==> config.mk <==
export PLATFORM = sky130hd
export DESIGN_NAME = card_dealer
export DESIGN_NICKNAME = d
export VERILOG_FILES = /design/src/rtl/card_dealer.sv
export SDC_FILE = /design/constraint.sdc
export NUM_CORES = 1
export LEC_CHECK = 0
export CAP_MARGIN = 20
export CORE_MARGIN = 2
export CORE_UTILIZATION = 55
export DETAILED_ROUTE_END_ITERATION = 6
export HOLD_SLACK_MARGIN = 0.06
export PLACE_DENSITY = 0.73
export SETUP_SLACK_MARGIN = 0.3
export SYNTH_ARGS = -nofsm -noshare
export SYNTH_HDL_FRONTEND = slang
export SYNTH_SLANG_ARGS = --single-unit
==> constraint.sdc <==
create_clock -name clock -period 4.4 [get_ports clock]
set_clock_uncertainty 0.1 [all_clocks]
set_input_delay 0.44 -clock clock [delete_from_list [all_inputs] [get_ports clock]]
set_output_delay 0.44 -clock clock [all_outputs]
set_load 0.005 [all_outputs]
==> src/rtl/card_dealer.sv <==
// Card source: a rate-divided value selector plus a finite deck dealt without replacement.
// Define CARD_DEALER_LFSR_EN to drive the selector from an 8-bit LFSR instead of the divider.
module card_dealer #(
  parameter int VAL_W     = 4,
  parameter int MIN_VAL   = 1,
  parameter int MAX_VAL   = 11,
  parameter int COPIES    = 4,
  parameter int DIV_COUNT = 12499999,
  parameter int DIV_W     = 28,
  parameter int LEFT_W    = 6
) (
  input  logic              clock,
  input  logic              reset,
  input  logic              draw_req,
  input  logic              shuffle,
  output logic              busy,
  output logic              card_valid,
  output logic [VAL_W-1:0]  card_out,
  output logic              empty_err,
  output logic              deck_empty,
  output logic [LEFT_W-1:0] cards_left
);

  localparam int NUM_VALS = MAX_VAL - MIN_VAL + 1;
  localparam int IDX_W    = (NUM_VALS > 1) ? $clog2(NUM_VALS) : 1;
  localparam logic [VAL_W-1:0]  MIN_V    = VAL_W'(MIN_VAL);
  localparam logic [VAL_W-1:0]  MAX_V    = VAL_W'(MAX_VAL);
  localparam logic [3:0]        COPIES_V = 4'(COPIES);
  localparam logic [LEFT_W-1:0] TOTAL_V  = LEFT_W'(NUM_VALS * COPIES);

  typedef enum logic {IDLE, SEARCH} state_t;

  function automatic logic [VAL_W-1:0] wrap_inc(input logic [VAL_W-1:0] v);
    return (v == MAX_V) ? MIN_V : v + VAL_W'(1);
  endfunction

  function automatic logic [IDX_W-1:0] slot(input logic [VAL_W-1:0] v);
    logic [VAL_W-1:0] d;
    d = v - MIN_V;
    return IDX_W'(d);
  endfunction

  logic [VAL_W-1:0] sel;

`ifdef CARD_DEALER_LFSR_EN
  logic [7:0] lfsr;

  // Fibonacci form of x^8+x^6+x^5+x^4+1, stepped every clock
  always_ff @(posedge clock or posedge reset) begin
    if (reset) lfsr <= 8'hA5;
    else       lfsr <= {lfsr[6:0], lfsr[7] ^ lfsr[5] ^ lfsr[4] ^ lfsr[3]};
  end

  assign sel = MIN_V + VAL_W'(lfsr % 8'(NUM_VALS));
`else
  logic [DIV_W-1:0] div_cnt;
  logic             tick;

  assign tick = (div_cnt == '0);

  always_ff @(posedge clock or posedge reset) begin
    if (reset) begin
      div_cnt <= DIV_W'(DIV_COUNT);
      sel     <= MIN_V;
    end else if (tick) begin
      div_cnt <= DIV_W'(DIV_COUNT);
      sel     <= wrap_inc(sel);
    end else begin
      div_cnt <= div_cnt - DIV_W'(1);
    end
  end
`endif

  state_t           state, state_d;
  logic [VAL_W-1:0] idx, idx_d;
  logic [3:0]       remaining [NUM_VALS];
  logic             rem_hit;
  logic             take;
  logic             valid_d, empty_d;
  logic [VAL_W-1:0] out_d;

  assign rem_hit    = (remaining[slot(idx)] != 4'd0);
  assign busy       = (state == SEARCH);
  assign deck_empty = (cards_left == '0);

  always_ff @(posedge clock or posedge reset) begin
    if (reset) state <= IDLE;
    else       state <= state_d;
  end

  // shuffle is checked first everywhere so it beats draw_req and aborts SEARCH
  always_comb begin
    state_d = state;
    idx_d   = idx;
    valid_d = 1'b0;
    empty_d = 1'b0;
    out_d   = card_out;
    take    = 1'b0;
    case (state)
      IDLE: begin
        if (!shuffle && draw_req) begin
          if (deck_empty) begin
            valid_d = 1'b1;
            empty_d = 1'b1;
            out_d   = '0;
          end else begin
            idx_d   = sel;
            state_d = SEARCH;
          end
        end
      end
      SEARCH: begin
        if (shuffle) begin
          state_d = IDLE;
        end else if (rem_hit) begin
          take    = 1'b1;
          valid_d = 1'b1;
          out_d   = idx;
          state_d = IDLE;
        end else begin
          idx_d = wrap_inc(idx);
        end
      end
      default: state_d = IDLE;
    endcase
  end

  always_ff @(posedge clock or posedge reset) begin
    if (reset) begin
      idx        <= MIN_V;
      card_valid <= 1'b0;
      empty_err  <= 1'b0;
      card_out   <= '0;
      cards_left <= TOTAL_V;
      for (int i = 0; i < NUM_VALS; i++) remaining[i] <= COPIES_V;
    end else begin
      idx        <= idx_d;
      card_valid <= valid_d;
      empty_err  <= empty_d;
      card_out   <= out_d;
      if (shuffle)   cards_left <= TOTAL_V;
      else if (take) cards_left <= cards_left - LEFT_W'(1);
      for (int i = 0; i < NUM_VALS; i++) begin
        if (shuffle)
          remaining[i] <= COPIES_V;
        else if (take && (slot(idx) == IDX_W'(i)))
          remaining[i] <= remaining[i] - 4'd1;
      end
    end
  end

endmodule

Word-level counts from Yosys, hierarchy flattened
Index checks and enable logic that the tools add are counted.
- register bits: 93
- output and inout bits: 14
- logic and storage cells: 139
- input bits: 4
- mux-type cells: 52
- $lt $le $gt $ge: 1
- reduce and logical (&&, ||, !) cells: 31
- $add $sub $neg: 16
- eq/ne operators: 18
- bitwise operators: 2
- operator list (operator ; count):
    two-way mux 4 bit ; 34
    subtractor 4 x 1 -> 4 bit, second input constant ; 12
    zero test 28 bit ; 1
    two-way mux 28 bit ; 1
    subtractor 28 x 1 -> 28 bit, second input constant ; 1
    nonzero test 2 bit ; 12
    equality test 4 bit, second input constant ; 5
    binary-select mux 4 bit (select 4 bit) ; 1
    equality test 4 x 3 -> 1 bit, second input constant ; 4
    case mux 4 bit (2 select lines) ; 2
    logical AND 1 bit ; 12
    two-way mux 6 bit ; 2
    two-way mux 1 bit ; 10
    inequality test 2 bit, second input constant ; 5
    adder 4 x 1 -> 4 bit, second input constant ; 2
    equality test 4 x 2 -> 1 bit, second input constant ; 2
    AND reduction 4 bit ; 2
    zero test 6 bit ; 1
    subtractor 6 x 1 -> 6 bit, second input constant ; 1
    greater-or-equal comparator 5 bit, second input constant ; 1
    NOT 4 -> 5 bit ; 1
    equality test 4 x 1 -> 1 bit, second input constant ; 1
    zero test 4 bit ; 1
    case mux 1 bit (2 select lines) ; 2
    other kinds (4) ; 4

Longest topological paths before layout
Gate-level depths: netlist of the first run.
- depth after elaboration: 12
- mapped depth: 10
- mapped depth without buffers: 8

Worst setup path before layout of the first run
OpenSTA, ideal clock, no wires.
- kind: reg-to-reg
- start: register idx[0]
- end: register cards_left[4]
- slack: 1621 ps
- arrival: 2601 ps
- stages on the path, launching flop included: 11
- path buffers: 2
- clock period less this slack: 2779 ps
- path through: dfstp_2 -> inv_2 -> ha_1 -> buf_2 -> nor2_1 -> a221o_1 -> a21oi_1 -> o221ai_1 -> buf_4 -> or4_1 -> a21oi_1
- longest elaborated chain between the ends: 10
- ends and longest elaborated chain (element ; RTL line ; text):
    start: declaration ; 75 ; logic [VAL_W-1:0] idx, idx_d;
    start signal: assignment ; 137 ; idx <= idx_d;
    subtractor 4 x 1 -> 4 bit ; 39 ; d = v - MIN_V;
    NOT 4 -> 5 bit (implied by the code) ; 82 ; assign rem_hit = (remaining[slot(idx)] != 4'd0);
    binary-select mux 4 bit (select 4 bit) ; 82 ;
    two-way mux 4 bit (implied by the code) (2 in a row) ; 82 ;
    nonzero test 4 bit ; 82 ;
    two-way mux 1 bit ; 115 ; end else if (rem_hit) begin
    two-way mux 1 bit ; 113 ; if (shuffle) begin
    two-way mux 1 bit ; 99 ; case (state)
    nonzero test 2 bit (no source line) ; - ;
    end signal: assignment ; 142 ; else if (take) cards_left <= cards_left - LEFT_W'(1);
    end: declaration ; 21 ; output logic [LEFT_W-1:0] cards_left
Every way passes these cells. The select of a mux whose other input is x is not followed.
A chain may end at the register's enable or synchronous reset.

Worst setup path after layout of the first run
Ends and elaborated chain as after synthesis.

==> flow_summary.ini, run 1 <==
[outcome]
status = finished, final reports clean

[synthesis]
async_flop_share = 1.000
synth-seq-area-share = 0.4646
postSynthNetCount = 536
synth-edff-count = 0
synthDistinctLibCells = 63
postSynthAreaPerCell_sq_um = 9.970
ys_seq_elements = 93
netlist_area_sq_mm = 0.005095
yosys_warnings = 0
synthCells = 511
postSynth.topFlopCell = dfrtp_1

[cts]
tritoncts = built
post_cts_buffers = 0
cts_root_buffer = clkbuf_8
clock_sinks = 93
clk_latency_worst_skew_pair_ns = 0.37
htree_levels = 3
clkTransAtPathRegs_ns = 0.11
cts_hold_buf = 0
cts_resized = 0
cts_inserted_buffers = 9
clockBufferDepth = 2

[worst_setup_path]
timing.setup.critical_path_class = reg2reg
worst_setup_path_startpoint = idx[0]$_DFFE_PP1P_
cp_data_arrival_time_ns = 3.62
critical_path_peak_fanout = 21
r2r_start = idx[0]$_DFFE_PP1P_
crit_top_cell = a21oi_1
cp_slowest_cell = dfstp_2
path_cells = inv_2 -> ha_1 -> nor2_1 -> a221o_1 -> a21oi_1 -> o221ai_1 -> or4_1 -> a21oi_1
timing.critical_path.required_ns = 4.60
crit_path_start_kind = flop
setup.worst_path.end_class = flop
critical_path.max_stage_delay_ns = 0.76

[floorplanning]
design.die.area_sq_mm = 0.01005
ioPinCount = 18
die_h_um = 100.2
coreArea_sq_mm = 0.009109
initial_utilization = 0.5593
die_width_um = 100.2
row_count = 35

[job]
max_cap_viol_count = 0

[sta]
finalCriticalPeriod_ns = 3.417
grt_setup_unrepaired = false
achievable-frequency_ghz = 0.2927
worst_slack_ns = 0.9833
slew_headroom = 0.3326
final_min_period_over_clock_period = 0.7765
setup_tns_ns = 0
worst_slew_pin_slew_ns = 1.001
timing.final.hold_violations = 0
setup_viol = 0
report.final.slew_viol_count = 0

[final_layout]
final_layout_size_suffix_gt1_frac = 0.1326
fin_nets = 548
n_diodes = 0
area_growth_pct = 8.399

[routing]
drt-pass1-iter-count = 4
dr_wl_cell_um = 14.78
postRouteWirelength_um = 9442
overall_via_count_from_detail_route = 3707
drc = 0
detail_route.vias_per_cell = 5.801
drt.antenna.violating_nets = 0
drtIter0Drc = 133

[place]
place_worst_setup_slack_ns = 0.9662
gp_congestion = 0.7765
numPortBuffers = 17
dp.final_hpwl_um = 6552

[global_route]
grt_pass1_wl_um = 16900
grt_usage = 0.2054
grt_max_degree = 59
grt_pass1_vias = 3749
antenna_found_initial = 0
gr-total-overflow = 0

[min_path]
worstHoldPathType = in2async

[power_and_ir_drop]
vdd_ir_drop_max_v = 0.0002109
power_density_mw_per_mm2 = 423.4
cellLeakagePower_uw = 0.002158
power_uw = 2338
## metal layers
layer,share of wire,wire length [um],track usage,vias to the layer above
met5,0,0,0,-
met4,0.0092,87,0.06322,0
met3,0.044,415,0.03621,9
met2,0.48,4526,0.3464,66
met1,0.47,4413,0.2710,1820
li1,-,-,-,1812
## worst max-delay path: cells and delay by family (launching register included)
kind / cells / cell delay, ns
DFF: 1 / 0.76
and+or+nand+nor: 2 / 0.69
adders and majority gates: 1 / 0.48
AOI/OAI and AO/OA: 4 / 1.19
buffers and inverters: 1 / 0.13
## cell usage after synthesis, types with 2 or more instances
library cell | count | area [sq um]
o32a_1 | 2 | 20.02
a22o_1 | 2 | 17.52
nor4bb_1 | 6 | 60.06
buf_4 | 4 | 30.03
and2_1 | 5 | 31.28
o21bai_1 | 4 | 30.03
a21oi_1 | 19 | 95.09
nor4_1 | 13 | 81.33
clkbuf_1 | 11 | 41.29
nand2_1 | 24 | 90.09
or3b_1 | 2 | 17.52
nand3b_1 | 4 | 30.03
a211oi_1 | 7 | 52.55
and3_1 | 11 | 68.82
a311oi_1 | 4 | 35.03
o31a_1 | 3 | 26.28
a21o_1 | 2 | 15.01
nand3_1 | 16 | 80.08
nor4b_1 | 2 | 17.52
dfstp_2 | 32 | 840.8
nor2_1 | 48 | 180.2
o21ai_0 | 9 | 45.04
inv_1 | 38 | 142.6
nor3_1 | 24 | 120.1
buf_2 | 5 | 25.02
nor3b_1 | 8 | 60.06
or4_1 | 3 | 22.52
dfrtp_1 | 61 | 1526
or3_1 | 13 | 81.33
o22ai_1 | 2 | 12.51
a221o_1 | 5 | 50.05
mux2i_1 | 4 | 40.04
xnor2_1 | 38 | 332.8
o211ai_1 | 3 | 22.52
nand2b_1 | 12 | 75.07
o31ai_1 | 3 | 22.52
ha_1 | 21 | 262.8
or2_2 | 3 | 18.77
o21a_1 | 2 | 15.01
nor2b_1 | 4 | 25.02
xor2_1 | 10 | 87.58
## cells by family after synthesis
logic type / share of synthesized area
flops: 0.4646
fa+ha+maj: 0.05157
mux: 0.01302
buf+inv: 0.04764
simple gates: 0.2250
xor+xnor: 0.08251
compound gates: 0.1157
## final cells by class
cell class,count,area [sq um]
Tap cell,111,138.9
Inverter,39,147.6
Multi-Input combinational cell,359,2485
Sequential cell,93,2367
Timing Repair Buffer,21,195.2
Fill cell,765,3586
Clock inverter,7,65.06
Clock buffer,9,123.9
## placed cells by master, fill, tap and decap left out, types with 5 or more instances in the layout
cell type	n
nor4bb_1	6
nor2_1	48
and2_1	5
nand2_1	24
o21ai_0	9
dfrtp_1	61
nor4_1	13
a221o_1	5
ha_1	21
dfstp_2	32
a211oi_1	7
a21oi_1	19
nor3b_1	8
xnor2_1	38
and3_1	11
nand3_1	16
clkdlybuf4s50_1	16
clkbuf_8	9
xor2_1	10
nand2b_1	12
or3_1	13
nor3_1	24
inv_1	37
## power breakdown
part           internal [uW]  leakage (uW)  switching (uW)
Combinational            321      0.000917             451
Sequential               930       0.00114            89.7
Clock                    218     0.0000978             329
## sequential cells by signal, summed over array words and instances, names as in the netlist
signal	cells
remaining	44
div_cnt	28
cards_left	6
card_out	4
idx	4
sel	4
busy	1
card_valid	1
empty_err	1
## per-stage QoR
stage | util | cells | hold WS (ns) | cell area [sq um]
after floorplan | - | 511 | 0.3478 | 5095
after global placement | 0.5856 | 623 | 0.3595 | 5334
after detailed placement | 0.5856 | 623 | 0.3637 | 5334
after CTS | 0.6063 | 639 | 0.3406 | 5523
after global routing | 0.6063 | 639 | 0.3876 | 5523
final | 0.6063 | 639 | 0.3304 | 5523
## worst paths after layout
kind,cells past startpoint,to,slack [ns]
max in group asynchronous,3,idx[0]$_DFFE_PP1P_,3.00
worst min-delay path,2,remaining[21]$_DFFE_PP0P_,0.33
worst min register to register,1,div_cnt[0]$_DFF_PP1_,0.38
worst max register to register,8,cards_left[4]$_DFFE_PP0P_,0.98
min in group clock,1,div_cnt[0]$_DFF_PP1_,0.38
worst max-delay path,8,cards_left[4]$_DFFE_PP0P_,0.98
Power figures use the tool's default switching activity.
==> run 2: changes to the inputs <==
==> constraint.sdc (replaced) <==
create_clock -name clock -period 3.37 [get_ports clock]
set_clock_uncertainty 0.1 [all_clocks]
set_input_delay 0.337 -clock clock [delete_from_list [all_inputs] [get_ports clock]]
set_output_delay 0.337 -clock clock [all_outputs]
set_load 0.005 [all_outputs]
==> run 2 against run 1 <==
Fmax grew 20%; worst hold slack got worse by 0.041 ns; non-clock buffer count increased by 9; die area unchanged.
==> flow_summary.ini, run 2 (synthesis results as in run 1) <==
[outcome]
status = finished, final reports clean

[cts]
cts_root_buffer = clkbuf_8
clockBufferDepth = 2
clkTransAtPathRegs_ns = 0.10
clock_sinks = 93
htree_levels = 3
tritoncts = built
clk_latency_worst_skew_pair_ns = 0.36
cts_inserted_buffers = 9

[worst_setup_path]
crit_path_start_kind = flop
timing.critical_path.required_ns = 3.56
path_cells = inv_2 -> ha_2 -> nor2_1 -> a221o_1 -> a21oi_1 -> o221ai_1 -> buf_4 -> or4_1 -> a21oi_1
setup.worst_path.end_class = flop
critical_path.max_stage_delay_ns = 0.55
crit_top_cell = a21oi_1
path_buf_inv = 2
timing.setup.critical_path_class = reg2reg
critical_path_peak_fanout = 11
crit_family = compound AO/OA/AOI/OAI gates
cp_slowest_cell = dfstp_2
r2r_slack_ns = 0.52
cp_data_arrival_time_ns = 3.04

[sta]
final_min_period_over_clock_period = 0.8467
worst_slew_pin_slew_ns = 0.6969
finalHoldWorstSlack_ns = 0.2898
worst_slack_ns = 0.5166
setup_viol = 0
setup_tns_ns = 0
grt_setup_unrepaired = false
slew_headroom = 0.5354
achievable-frequency_ghz = 0.3505
timing.final.hold_violations = 0
report.final.slew_viol_count = 0
finalCriticalPeriod_ns = 2.853

[final_layout]
largest_register_ffs = 44
fin_nets = 557
top_register = remaining
largestRegisters = remaining (44), div_cnt (28), cards_left (6)
layout.cells.non_filler = 648
final_common_cell = dfrtp_1
design_area_sq_mm = 0.005645
nFillCells = 751
area_growth_pct = 10.81
mostFrequentLayoutCells = dfrtp_1, nor2_1, xnor2_1
n_diodes = 0
final_layout_size_suffix_gt1_frac = 0.1583

[place]
placed_cells_incl_taps = 629
place_worst_setup_slack_ns = 0.4616
gp_congestion = 0.7623
dp.final_hpwl_um = 6606
detailed_place.area_sq_mm = 0.005391
numPortBuffers = 17

[routing]
overall_via_count_from_detail_route = 3762
drt.antenna.violating_nets = 0
drtIter0Drc = 181
dr_wl_cell_um = 15.10
drc = 0
drt-pass1-iter-count = 4
postRouteWirelength_um = 9784
detail_route.vias_per_cell = 5.806

[floorplanning]
design.die.area_sq_mm = 0.01005
initial_utilization = 0.5593
ioPinCount = 18
die_h_um = 100.2
coreArea_sq_mm = 0.009109
row_count = 35
die_width_um = 100.2

[global_route]
groute.layer.met1.usage = 0.2695
grtUsageMet2 = 0.3392
gr-total-overflow = 0
groute.layer.met3.usage = 0.03691
grt_usage = 0.2056
antenna_found_initial = 0
grt_pass1_vias = 3693
grt_pass1_wl_um = 16820
grt_max_degree = 58
grt_busiest_layer = met2

[power_and_ir_drop]
cellLeakagePower_uw = 0.002208
vdd_ir_drop_max_v = 0.0002373
power_density_mw_per_mm2 = 567.3

[job]
max_cap_viol_count = 0

[min_path]
worstHoldPathType = in2async
-- run 2: where the power goes --
part | switching (uW) | total, uW | leakage (uW) | internal, uW
Sequential | 77.4 | 1290 | 0.00114 | 1210
Clock | 401 | 768 | 0.0000999 | 367
Combinational | 667 | 1140 | 0.000966 | 476
-- run 2: per-stage QoR --
step | power, uW | util
detailed placement | 2414 | 0.5919
global placement | 2383 | 0.5919
finish | 3202 | 0.6198
floorplan | 2108 | -
global route | 3392 | 0.6198
CTS | 3190 | 0.6140
-- run 2: worst paths after layout --
check	startpoint	to	depth (start not counted)
max in group asynchronous	reset	div_cnt[19]$_DFF_PP1_	3
max	idx[0]$_DFFE_PP1P_	cards_left[4]$_DFFE_PP0P_	9
min	reset	remaining[20]$_DFFE_PP0P_	2
min in group clock	div_cnt[0]$_DFF_PP1_	div_cnt[0]$_DFF_PP1_	1
min reg2reg	div_cnt[0]$_DFF_PP1_	div_cnt[0]$_DFF_PP1_	1
max reg2reg	idx[0]$_DFFE_PP1P_	cards_left[4]$_DFFE_PP0P_	9
-- run 2: layer usage --
| layer | part of all wire | vias to the layer above |
|---|---|---|
| li1 | - | 1838 |
| met1 | 0.46 | 1848 |
| met2 | 0.48 | 62 |
| met3 | 0.039 | 14 |
| met4 | 0.014 | 0 |
| met5 | 0 | - |
-- run 2: area by class of cell --
type / count / area [sq um] / area share
timing repair buffer: 30 / 275.3 / 0.04876
multi-input combinational: 359 / 2514 / 0.4453
clock inverter: 5 / 60.06 / 0.01064
tap: 111 / 138.9 / 0.02460
sequential: 93 / 2369 / 0.4195
inverter: 39 / 147.6 / 0.02615
clock buffer: 11 / 141.4 / 0.02504
-- run 2: timing repair --
item                                    in CTS  in global routing
buffers inserted                             0                  3
hold buffers                                 0                  0
endpoints found under the setup margin       0                 16
resized for setup                            0                  7
